===== src/rtl/snn_spike_classifier_pkg.sv =====
// Shared types and defaults for the spike classifier: FSM encoding,
// default window timing and the phase-counter width helper.
package snn_spike_classifier_pkg;

  typedef enum logic [1:0] {
    ST_IDLE  = 2'd0,
    ST_CLEAR = 2'd1,
    ST_RUN   = 2'd2,
    ST_DONE  = 2'd3
  } state_e;

  localparam int DEF_N_OUT  = 2;
  localparam int DEF_WINDOW = 15;
  localparam int DEF_GAP    = 1;
  localparam int DEF_CNT_W  = 8;

  // One counter times both the CLEAR gap and the RUN window.
  function automatic int phase_cnt_w(input int window, input int gap);
    return $clog2(((window > gap) ? window : gap) + 1);
  endfunction

endpackage


===== src/rtl/snn_spike_classifier_spike_counter.sv =====
// Saturating per-neuron spike counter with sync clear and enable.
// Exposes the next-state count so the label can be registered on the last RUN edge.
module snn_spike_classifier_spike_counter #(
  parameter int CNT_W = 8
) (
  input  logic             clk,
  input  logic             rst_n,
  input  logic             clr_i,
  input  logic             en_i,
  input  logic             spk_i,
  output logic [CNT_W-1:0] cnt_d_o
);

  logic [CNT_W-1:0] cnt_q, cnt_d;

  always_comb begin
    cnt_d = cnt_q;
    if (clr_i)                             cnt_d = '0;
    else if (en_i && spk_i && cnt_q != '1) cnt_d = cnt_q + 1'b1;
  end

  always_ff @(posedge clk or negedge rst_n) begin
    if (!rst_n) cnt_q <= '0;
    else        cnt_q <= cnt_d;
  end

  assign cnt_d_o = cnt_d;

endmodule


===== src/rtl/snn_spike_classifier.sv =====
// Runs one GAP+WINDOW inference window per accepted frame, counts output spikes
// per neuron and hands the argmax label plus raw counts downstream.
module snn_spike_classifier
  import snn_spike_classifier_pkg::*;
#(
  parameter int N_OUT  = DEF_N_OUT,
  parameter int WINDOW = DEF_WINDOW,
  parameter int GAP    = DEF_GAP,
  parameter int CNT_W  = DEF_CNT_W,
  parameter int LBL_W  = (N_OUT > 1) ? $clog2(N_OUT) : 1
) (
  input  logic                   clk,
  input  logic                   reset,
  input  logic                   in_valid,
  output logic                   in_ready,
  input  logic [N_OUT-1:0]       spk_in,
  output logic                   net_reset,
  output logic                   label_valid,
  input  logic                   label_ready,
  output logic [LBL_W-1:0]       label,
  output logic [N_OUT*CNT_W-1:0] cnt_out
);

  localparam int PW = phase_cnt_w(WINDOW, GAP);

  state_e                        state_q, state_d;
  logic [PW-1:0]                 ph_q, ph_d;
  logic [N_OUT-1:0][CNT_W-1:0]   cnt_nxt;
  logic                          cnt_clr, cnt_en, load;
  logic [CNT_W-1:0]              best_cnt;
  logic [LBL_W-1:0]              best_idx;
  logic [LBL_W-1:0]              label_q;
  logic [N_OUT*CNT_W-1:0]        cnt_out_q;

  always_ff @(posedge clk or negedge reset) begin
    if (!reset) begin
      state_q <= ST_IDLE;
      ph_q    <= '0;
    end else begin
      state_q <= state_d;
      ph_q    <= ph_d;
    end
  end

  always_comb begin
    state_d = state_q;
    case (state_q)
      ST_IDLE:  if (in_valid) state_d = ST_CLEAR;
      ST_CLEAR: if (ph_q == PW'(GAP - 1)) state_d = ST_RUN;
      ST_RUN:   if (ph_q == PW'(WINDOW - 1)) state_d = ST_DONE;
      ST_DONE:  if (label_ready) state_d = in_valid ? ST_CLEAR : ST_IDLE;
      default:  state_d = ST_IDLE;
    endcase
  end

  // Phase counter restarts on every state change, so it only ever counts
  // within CLEAR or RUN.
  always_comb begin
    ph_d = '0;
    if (state_d == state_q && (state_q == ST_CLEAR || state_q == ST_RUN))
      ph_d = ph_q + 1'b1;
  end

  always_comb begin
    in_ready    = (state_q == ST_IDLE) || (state_q == ST_DONE && label_ready);
    net_reset   = (state_q != ST_RUN);
    label_valid = (state_q == ST_DONE);
    cnt_en      = (state_q == ST_RUN);
    cnt_clr     = (state_d == ST_CLEAR) && (state_q != ST_CLEAR);
    load        = (state_q == ST_RUN) && (state_d == ST_DONE);
  end

  for (genvar i = 0; i < N_OUT; i++) begin : g_cnt
    snn_spike_classifier_spike_counter #(.CNT_W(CNT_W)) u_cnt (
      .clk     (clk),
      .rst_n   (reset),
      .clr_i   (cnt_clr),
      .en_i    (cnt_en),
      .spk_i   (spk_in[i]),
      .cnt_d_o (cnt_nxt[i])
    );
  end

  // Strict '>' keeps the lowest index on ties; all-zero counts give 0.
  always_comb begin
    best_cnt = cnt_nxt[0];
    best_idx = '0;
    for (int i = 1; i < N_OUT; i++) begin
      if (cnt_nxt[i] > best_cnt) begin
        best_cnt = cnt_nxt[i];
        best_idx = LBL_W'(i);
      end
    end
  end

  always_ff @(posedge clk or negedge reset) begin
    if (!reset) begin
      label_q   <= '0;
      cnt_out_q <= '0;
    end else if (load) begin
      label_q   <= best_idx;
      cnt_out_q <= cnt_nxt;
    end
  end

  assign label   = label_q;
  assign cnt_out = cnt_out_q;

endmodule


===== config.mk =====
export PLATFORM = sky130hd
export DESIGN_NAME = snn_spike_classifier
export DESIGN_NICKNAME = d
export VERILOG_FILES = /design/src/rtl/snn_spike_classifier_pkg.sv /design/src/rtl/snn_spike_classifier_spike_counter.sv /design/src/rtl/snn_spike_classifier.sv
export SDC_FILE = /design/constraint.sdc
export NUM_CORES = 1
export LEC_CHECK = 0
export CELL_PAD_IN_SITES_DETAIL_PLACEMENT = 2
export CELL_PAD_IN_SITES_GLOBAL_PLACEMENT = 2
export CORE_MARGIN = 3
export CORE_UTILIZATION = 38
export DETAILED_ROUTE_END_ITERATION = 6
export GPL_ROUTABILITY_DRIVEN = 0
export PLACE_DENSITY = 0.86
export SETUP_SLACK_MARGIN = 0.4
export SYNTH_ARGS = -nofsm -noshare
export SYNTH_HDL_FRONTEND = slang
export SYNTH_SLANG_ARGS = --single-unit

===== constraint.sdc =====
create_clock -name clk -period 5.2 [get_ports clk]
set_input_delay 0.78 -clock clk [delete_from_list [all_inputs] [get_ports clk]]
set_output_delay 0.78 -clock clk [all_outputs]
set_load 0.005 [all_outputs]

==> flow_metrics.env, run 1 <==
export IMPL_drc=0
export IMPL_drt_pass1_iter_count=4
export IMPL_placement_setup_worst_slack_ps=1390
export IMPL_via_count=1769
export IMPL_post_cts_buffers=0
export IMPL_timing_hold_ws_ps=483
export IMPL_layout_commonest_cell="sky130_fd_sc_hd__dfrtp_1"
export IMPL_routed_wire_length_per_instance_microns=18.6
export IMPL_globalRouteOverflowTotal=0
export IMPL_clk_root_buffer_cell="sky130_fd_sc_hd__clkbuf_8"
export IMPL_mapped_nets=245
export IMPL_grt_use_total_pct=20.0
export IMPL_cts_reportedPaths_clkPinSlew_ps=80
export IMPL_ir_worst_vdd_mv=0.279
export IMPL_synth_top_area_share_pct=45.2
export IMPL_initial_util_pct=40.8
export IMPL_top_library_cells_by_usage_in_the_layout_fill_and_taps_aside="sky130_fd_sc_hd__dfrtp_1, sky130_fd_sc_hd__nor2_1, sky130_fd_sc_hd__clkdlybuf4s50_1, sky130_fd_sc_hd__o21ai_0, sky130_fd_sc_hd__nand2_1"
export IMPL_cts_resized_gates=0
export IMPL_floorplan_die_width_microns=81.4
export IMPL_number_of_hold_repair_buffers_added_at_the_cts_stage=0
export IMPL_synth_area_leaders="sky130_fd_sc_hd__dfrtp_1, sky130_fd_sc_hd__ha_1, sky130_fd_sc_hd__o21ai_0"
export IMPL_cts_num_sinks=39
export IMPL_route_antenna_remaining_nets=0
export IMPL_post_detailed_route_via_to_cell_ratio=5.53
export IMPL_grt_setup_unrepaired="false"
export IMPL_synth_area_leader_cell="sky130_fd_sc_hd__dfrtp_1"
export IMPL_clk_insertion_delay_late_ps=300
export IMPL_post_dp_hpwl_microns=4320
export IMPL_min_delay_path_class="reg2reg"
export IMPL_num_rows=26
export IMPL_timing_slew_headroom_pct=41.6
export IMPL_fp_coreArea_sq_mm=0.00530
export IMPL_power_density_mw_per_mm2=490
export IMPL_ctsLongestPathBuffers=2
export IMPL_port_buffers=25
export IMPL_top_level_ports=26
export IMPL_syn_cell_area_sq_mm=0.00216
export IMPL_worst_setup_path_type="reg2reg"
export IMPL_number_of_diodes_added_for_antenna_fixing=0
export IMPL_finalWirelength_microns=5950
export IMPL_grt_pass1_wl_microns=9810
export IMPL_finalInstanceArea_sq_mm=0.00258
export IMPL_synthToLayoutAreaGrowth_pct=19.3
export IMPL_totalPowerFinal_mw=1.26
export IMPL_synth_warning_count=0
export IMPL_cts_tree="yes"
export IMPL_post_route_setup_tns_ps=0
export IMPL_fmaxAchievable_ghz=0.263
export IMPL_cts_buffers_inserted=5
export IMPL_setup_ws_ps=1400
export IMPL_dpl_cell_area_sq_mm=0.00247
export IMPL_cts_max_level=2
export IMPL_grt_start_max_net_pins=40
export IMPL_worst_endpoint_arrival_ps=3980
export IMPL_hold_viol=0
export IMPL_leak_nw=1.18
export IMPL_synth_seq_area_share_pct=45.2
export IMPL_cp_end_kind="flop"
export IMPL_finalNetCount=272
export IMPL_synth_cell_type_count=38
export IMPL_synthCells=222
export IMPL_timing_max_transition_violations_final=0
export IMPL_dr_first_iter_drc_count=126
export IMPL_post_route_min_period_ps=3800
export IMPL_timing_final_crit_share_pct=73.0
export IMPL_grt_pass1_vias=1876
export IMPL_finalSetupViolCount=0
export IMPL_post_synth_cell_area_avg_sq_um=9.73
export IMPL_die_height_microns=81.4
export IMPL_status="completed"
export IMPL_post_route_cells_drive_above_1_share_pct=8.40
export IMPL_skew_ps=7.00
export IMPL_ys_ff_latch=39
export IMPL_timing_worst_slew_pin_value_ps=876
export IMPL_floorplan_die_area_sq_mm=0.00663
export IMPL_cp_data_required_time_ps=5380
export IMPL_maxCapViolCount=0
export IMPL_crit_path_max_fanout=17
export IMPL_antenna_found_initial=0
export IMPL_crit_path_start_kind="flop"
state kept, by name, summed over array words and instances (netlist names):
name / count
ph_q: 4
state_q: 2
cnt_out: 16
label: 1
g_cnt.u_cnt.cnt_q: 16
per-layer routing:
layer | vias up | track usage (%) | share of wire, % | routed length [microns]
met3 | 7 | 3.73 | 3.8 | 227
met5 | - | 0 | 0 | 0
li1 | 839 | - | - | -
met4 | 0 | 5.41 | 1.1 | 65
met1 | 892 | 25.8 | 46 | 2730
met2 | 31 | 34.4 | 49 | 2940
path summary, 6_finish.rpt:
| kind | from | endpoint | slack (ps) | cells past startpoint |
|---|---|---|---|---|
| hold / removal | cnt_out[11] | cnt_out[11] | 480 | 2 |
| hold reg to reg | cnt_out[11] | cnt_out[11] | 480 | 2 |
| max in group asynchronous | reset | state_q[1] | 4050 | 1 |
| setup / recovery | state_q[0] | label | 1400 | 13 |
| min in group asynchronous | reset | cnt_out[0] | 590 | 1 |
| setup reg to reg | state_q[0] | label | 1400 | 13 |
per-stage QoR:
| stage | cells | util, % |
|---|---|---|
| after detailed placement | 312 | 46.6 |
| final | 320 | 48.6 |
| after global routing | 320 | 48.6 |
| after floorplan | 222 | - |
| after CTS | 320 | 48.6 |
| after global placement | 312 | 46.6 |
synth_stat cells:
cell type,count
sky130_fd_sc_hd__a211oi_4,1
sky130_fd_sc_hd__a21boi_0,1
sky130_fd_sc_hd__a21o_1,2
sky130_fd_sc_hd__a21oi_1,7
sky130_fd_sc_hd__a22o_1,1
sky130_fd_sc_hd__a2bb2oi_1,1
sky130_fd_sc_hd__a311o_1,1
sky130_fd_sc_hd__a311oi_1,2
sky130_fd_sc_hd__a31oi_1,5
sky130_fd_sc_hd__a41oi_1,1
sky130_fd_sc_hd__and2_1,1
sky130_fd_sc_hd__and3_1,1
sky130_fd_sc_hd__and4_1,4
sky130_fd_sc_hd__buf_2,3
sky130_fd_sc_hd__buf_6,1
sky130_fd_sc_hd__clkbuf_1,2
sky130_fd_sc_hd__dfrtp_1,39
sky130_fd_sc_hd__ha_1,17
sky130_fd_sc_hd__inv_1,14
sky130_fd_sc_hd__mux2_2,7
sky130_fd_sc_hd__mux2i_1,5
sky130_fd_sc_hd__nand2_1,18
sky130_fd_sc_hd__nand2b_1,1
sky130_fd_sc_hd__nand3_1,13
sky130_fd_sc_hd__nand4_1,6
sky130_fd_sc_hd__nor2_1,25
sky130_fd_sc_hd__nor2_4,1
sky130_fd_sc_hd__nor2b_1,3
sky130_fd_sc_hd__o211ai_1,2
sky130_fd_sc_hd__o21ai_0,21
sky130_fd_sc_hd__o32a_1,1
sky130_fd_sc_hd__o41ai_1,1
sky130_fd_sc_hd__or2_1,4
sky130_fd_sc_hd__or2_2,1
sky130_fd_sc_hd__or3_1,1
sky130_fd_sc_hd__or3b_1,1
sky130_fd_sc_hd__xnor2_1,1
sky130_fd_sc_hd__xor2_1,6
cell families after synthesis:
kind of cell,share of synthesized area [%]
buffers and inverters,4.00
adder cells (fa/ha/maj),9.84
flip-flops,45.2
AO/OA/AOI/OAI,14.0
multiplexers,5.96
XOR/XNOR,2.84
AND/OR/NAND/NOR,18.2
where the power goes:
group          leakage (nW)  total, mW  switching [mW]  internal (mW)
combinational         0.598      0.593           0.333          0.260
sequential            0.531      0.438          0.0648          0.373
clock                0.0505      0.234           0.113          0.121
total                  1.18       1.26           0.510          0.753
area by class of cell:
cell class / instances / area (sq um)
Fill cell: 569 / 2730
Clock buffer: 7 / 96.3
Inverter: 14 / 52.6
Sequential cell: 39 / 976
Multi-Input combinational cell: 163 / 1100
Clock inverter: 1 / 7.51
Tap cell: 70 / 87.6
Timing Repair Buffer: 26 / 253
critical path: stages (launching register included):
cell	delay, ps
sky130_fd_sc_hd__dfrtp_1	470
sky130_fd_sc_hd__inv_1	170
sky130_fd_sc_hd__ha_1	500
sky130_fd_sc_hd__nor2b_1	280
sky130_fd_sc_hd__a21boi_0	520
sky130_fd_sc_hd__a211oi_4	120
sky130_fd_sc_hd__nor2_4	380
sky130_fd_sc_hd__a311oi_1	130
sky130_fd_sc_hd__ha_1	330
sky130_fd_sc_hd__o21ai_0	200
sky130_fd_sc_hd__a21oi_1	70
sky130_fd_sc_hd__o21ai_0	180
sky130_fd_sc_hd__o211ai_1	110
sky130_fd_sc_hd__a22o_1	210
Power figures use the tool's default switching activity.
==> inputs of run 2 (changes only) <==
- CORE_UTILIZATION: 38 -> 35
- PLACE_DENSITY: 0.86 -> 0.8
- clock period: 5.2 -> 3.75 ns (I/O delays scaled with it)
==> flow_metrics.env, run 2 (synthesized netlist as in run 1, its figures left out) <==
export IMPL_fmaxAchievable_ghz=0.318
export IMPL_post_route_setup_tns_ps=0
export IMPL_maxCapViolCount=0
export IMPL_min_delay_path_class="in2async"
export IMPL_cts_reportedPaths_clkPinSlew_ps=90
export IMPL_worst_path_dominant_cell_family="compound AO/OA/AOI/OAI gates"
export IMPL_grt_setup_unrepaired="false"
export IMPL_top_library_cells_by_usage_in_the_layout_fill_and_taps_aside="sky130_fd_sc_hd__dfrtp_1, sky130_fd_sc_hd__nor2_1, sky130_fd_sc_hd__clkdlybuf4s50_1, sky130_fd_sc_hd__o21ai_0, sky130_fd_sc_hd__nand2_1"
export IMPL_cp_cell_sequence="inv_1, ha_1, or3b_1, a21o_1, a211oi_4, nor2_4, a311oi_2, ha_1, o21ai_1, a21oi_1, o21ai_1, o211ai_1, a22o_1"
export IMPL_post_dp_hpwl_microns=4390
export IMPL_layout_commonest_cell="sky130_fd_sc_hd__dfrtp_1"
export IMPL_post_route_min_period_ps=3140
export IMPL_cts_num_sinks=39
export IMPL_worst_endpoint_arrival_ps=3320
export IMPL_dpl_cell_area_sq_mm=0.00249
export IMPL_synthToLayoutAreaGrowth_pct=22.1
export IMPL_route_antenna_remaining_nets=0
export IMPL_sequential_cell_area_sq_um=978
export IMPL_grt_pass1_wl_microns=10300
export IMPL_crit_slowest_cell="sky130_fd_sc_hd__dfrtp_1"
export IMPL_ir_worst_vdd_mv=0.428
export IMPL_drc=0
export IMPL_via_count=1736
export IMPL_number_of_diodes_added_for_antenna_fixing=0
export IMPL_post_route_cells_drive_above_1_share_pct=12.9
export IMPL_hold_viol=0
export IMPL_crit_path_max_fanout=7
export IMPL_globalRouteOverflowTotal=0
export IMPL_multiInputGateArea_sq_mm=0.00113
export IMPL_timing_final_crit_share_pct=83.8
export IMPL_power_density_mw_per_mm2=676
export IMPL_finalInstanceArea_sq_mm=0.00264
export IMPL_num_rows=27
export IMPL_clk_root_buffer_cell="sky130_fd_sc_hd__clkbuf_8"
export IMPL_grtUsageMet2_pct=30.8
export IMPL_leak_nw=1.20
export IMPL_timing_slew_headroom_pct=40.6
export IMPL_floorplan_die_area_sq_mm=0.00715
export IMPL_cp_data_required_time_ps=3930
export IMPL_drt_pass1_iter_count=4
export IMPL_ctsLongestPathBuffers=2
export IMPL_finalNetCount=278
export IMPL_finalWirelength_microns=5740
export IMPL_finalSetupViolCount=0
export IMPL_global_route_peak_usage_layer="met2"
export IMPL_clk_insertion_delay_late_ps=300
export IMPL_critPathMaxStageDelay_ps=430
export IMPL_crit_path_start_kind="flop"
export IMPL_cts_buffers_inserted=5
export IMPL_dr_first_iter_drc_count=83
export IMPL_n_fill_cell=614
export IMPL_die_height_microns=84.6
export IMPL_timing_worst_slew_pin_value_ps=891
export IMPL_floorplan_die_width_microns=84.6
export IMPL_totalPowerFinal_mw=1.78
export IMPL_timing_max_transition_violations_final=0
export IMPL_top_level_ports=26
export IMPL_grt_start_max_net_pins=40
export IMPL_fp_coreArea_sq_mm=0.00574
export IMPL_antenna_found_initial=0
export IMPL_status="completed"
export IMPL_groute_layer_met1_usage_pct=23.1
export IMPL_cts_tree="yes"
export IMPL_routed_wire_length_per_instance_microns=17.5
export IMPL_skew_ps=14.1
export IMPL_grt_pass1_vias=2004
export IMPL_grt_use_total_pct=17.8
export IMPL_gr_util_met3_pct=3.34
export IMPL_post_detailed_route_via_to_cell_ratio=5.29
export IMPL_cp_end_kind="flop"
export IMPL_initial_util_pct=37.6
export IMPL_critical_path_n_buffers_inverters=1
export IMPL_port_buffers=25
export IMPL_worst_setup_path_type="reg2reg"
export IMPL_cts_max_level=2
-- run 2: cell type report --
class                           instances  area share (%)
Clock inverter                          2           0.474
Tap cell                               72            3.42
Sequential cell                        39            37.1
Timing Repair Buffer                   32            11.3
Multi-Input combinational cell        163            43.0
Inverter                               14            1.99
Clock buffer                            6            2.75
-- run 2: path summary, 6_finish.rpt --
| check | start | end | slack, ps | depth (start not counted) |
|---|---|---|---|---|
| setup / recovery | ph_q[0] | label | 610 | 13 |
| hold / removal | reset | cnt_out[0] | 380 | 1 |
| setup reg to reg | ph_q[0] | label | 610 | 13 |
| hold reg to reg | cnt_out[11] | cnt_out[11] | 480 | 2 |
| max in group asynchronous | reset | state_q[0] | 2730 | 1 |
| min in group clk | cnt_out[11] | cnt_out[11] | 480 | 2 |
-- run 2: worst register-to-register path: stages, from the launching register on --
cell and delay [ps]:
sky130_fd_sc_hd__dfrtp_1 430, sky130_fd_sc_hd__inv_1 110, sky130_fd_sc_hd__ha_1 180, sky130_fd_sc_hd__or3b_1 360, sky130_fd_sc_hd__a21o_1 230, sky130_fd_sc_hd__a211oi_4 340, sky130_fd_sc_hd__nor2_4 110, sky130_fd_sc_hd__a311oi_2 320
sky130_fd_sc_hd__ha_1 300, sky130_fd_sc_hd__o21ai_1 150, sky130_fd_sc_hd__a21oi_1 60, sky130_fd_sc_hd__o21ai_1 150, sky130_fd_sc_hd__o211ai_1 100, sky130_fd_sc_hd__a22o_1 200
-- run 2: layer usage --
metal	wire length (microns)	part of all wire, %
met1	2700	47
met2	2840	49
met3	153	2.7
met4	45	0.78
met5	0	0
-- run 2: repair_timing --
action / 4_1_cts / 5_1_grt
setup endpoints to repair: 1 / 1
gates resized for setup: 2 / 9
hold buffers: 0 / 0
buffers inserted: 2 / 2
pin swaps: 1 / 3
-- run 2: report_power, final --
part	total (mW)	switching (mW)	internal, mW
registers	0.610	0.0908	0.519
logic	0.887	0.472	0.415
clock network	0.285	0.155	0.130
-- run 2: per-stage QoR --
stage	std cells	hold slack [ps]	setup slack (ps)	utilization [%]
2_1_floorplan	222	267	798	-
3_3_place_gp	316	461	486	43.4
3_5_place_dp	316	469	280	43.4
4_1_cts	326	408	452	45.3
5_1_grt	328	447	414	45.9
6_report	328	382	609	45.9
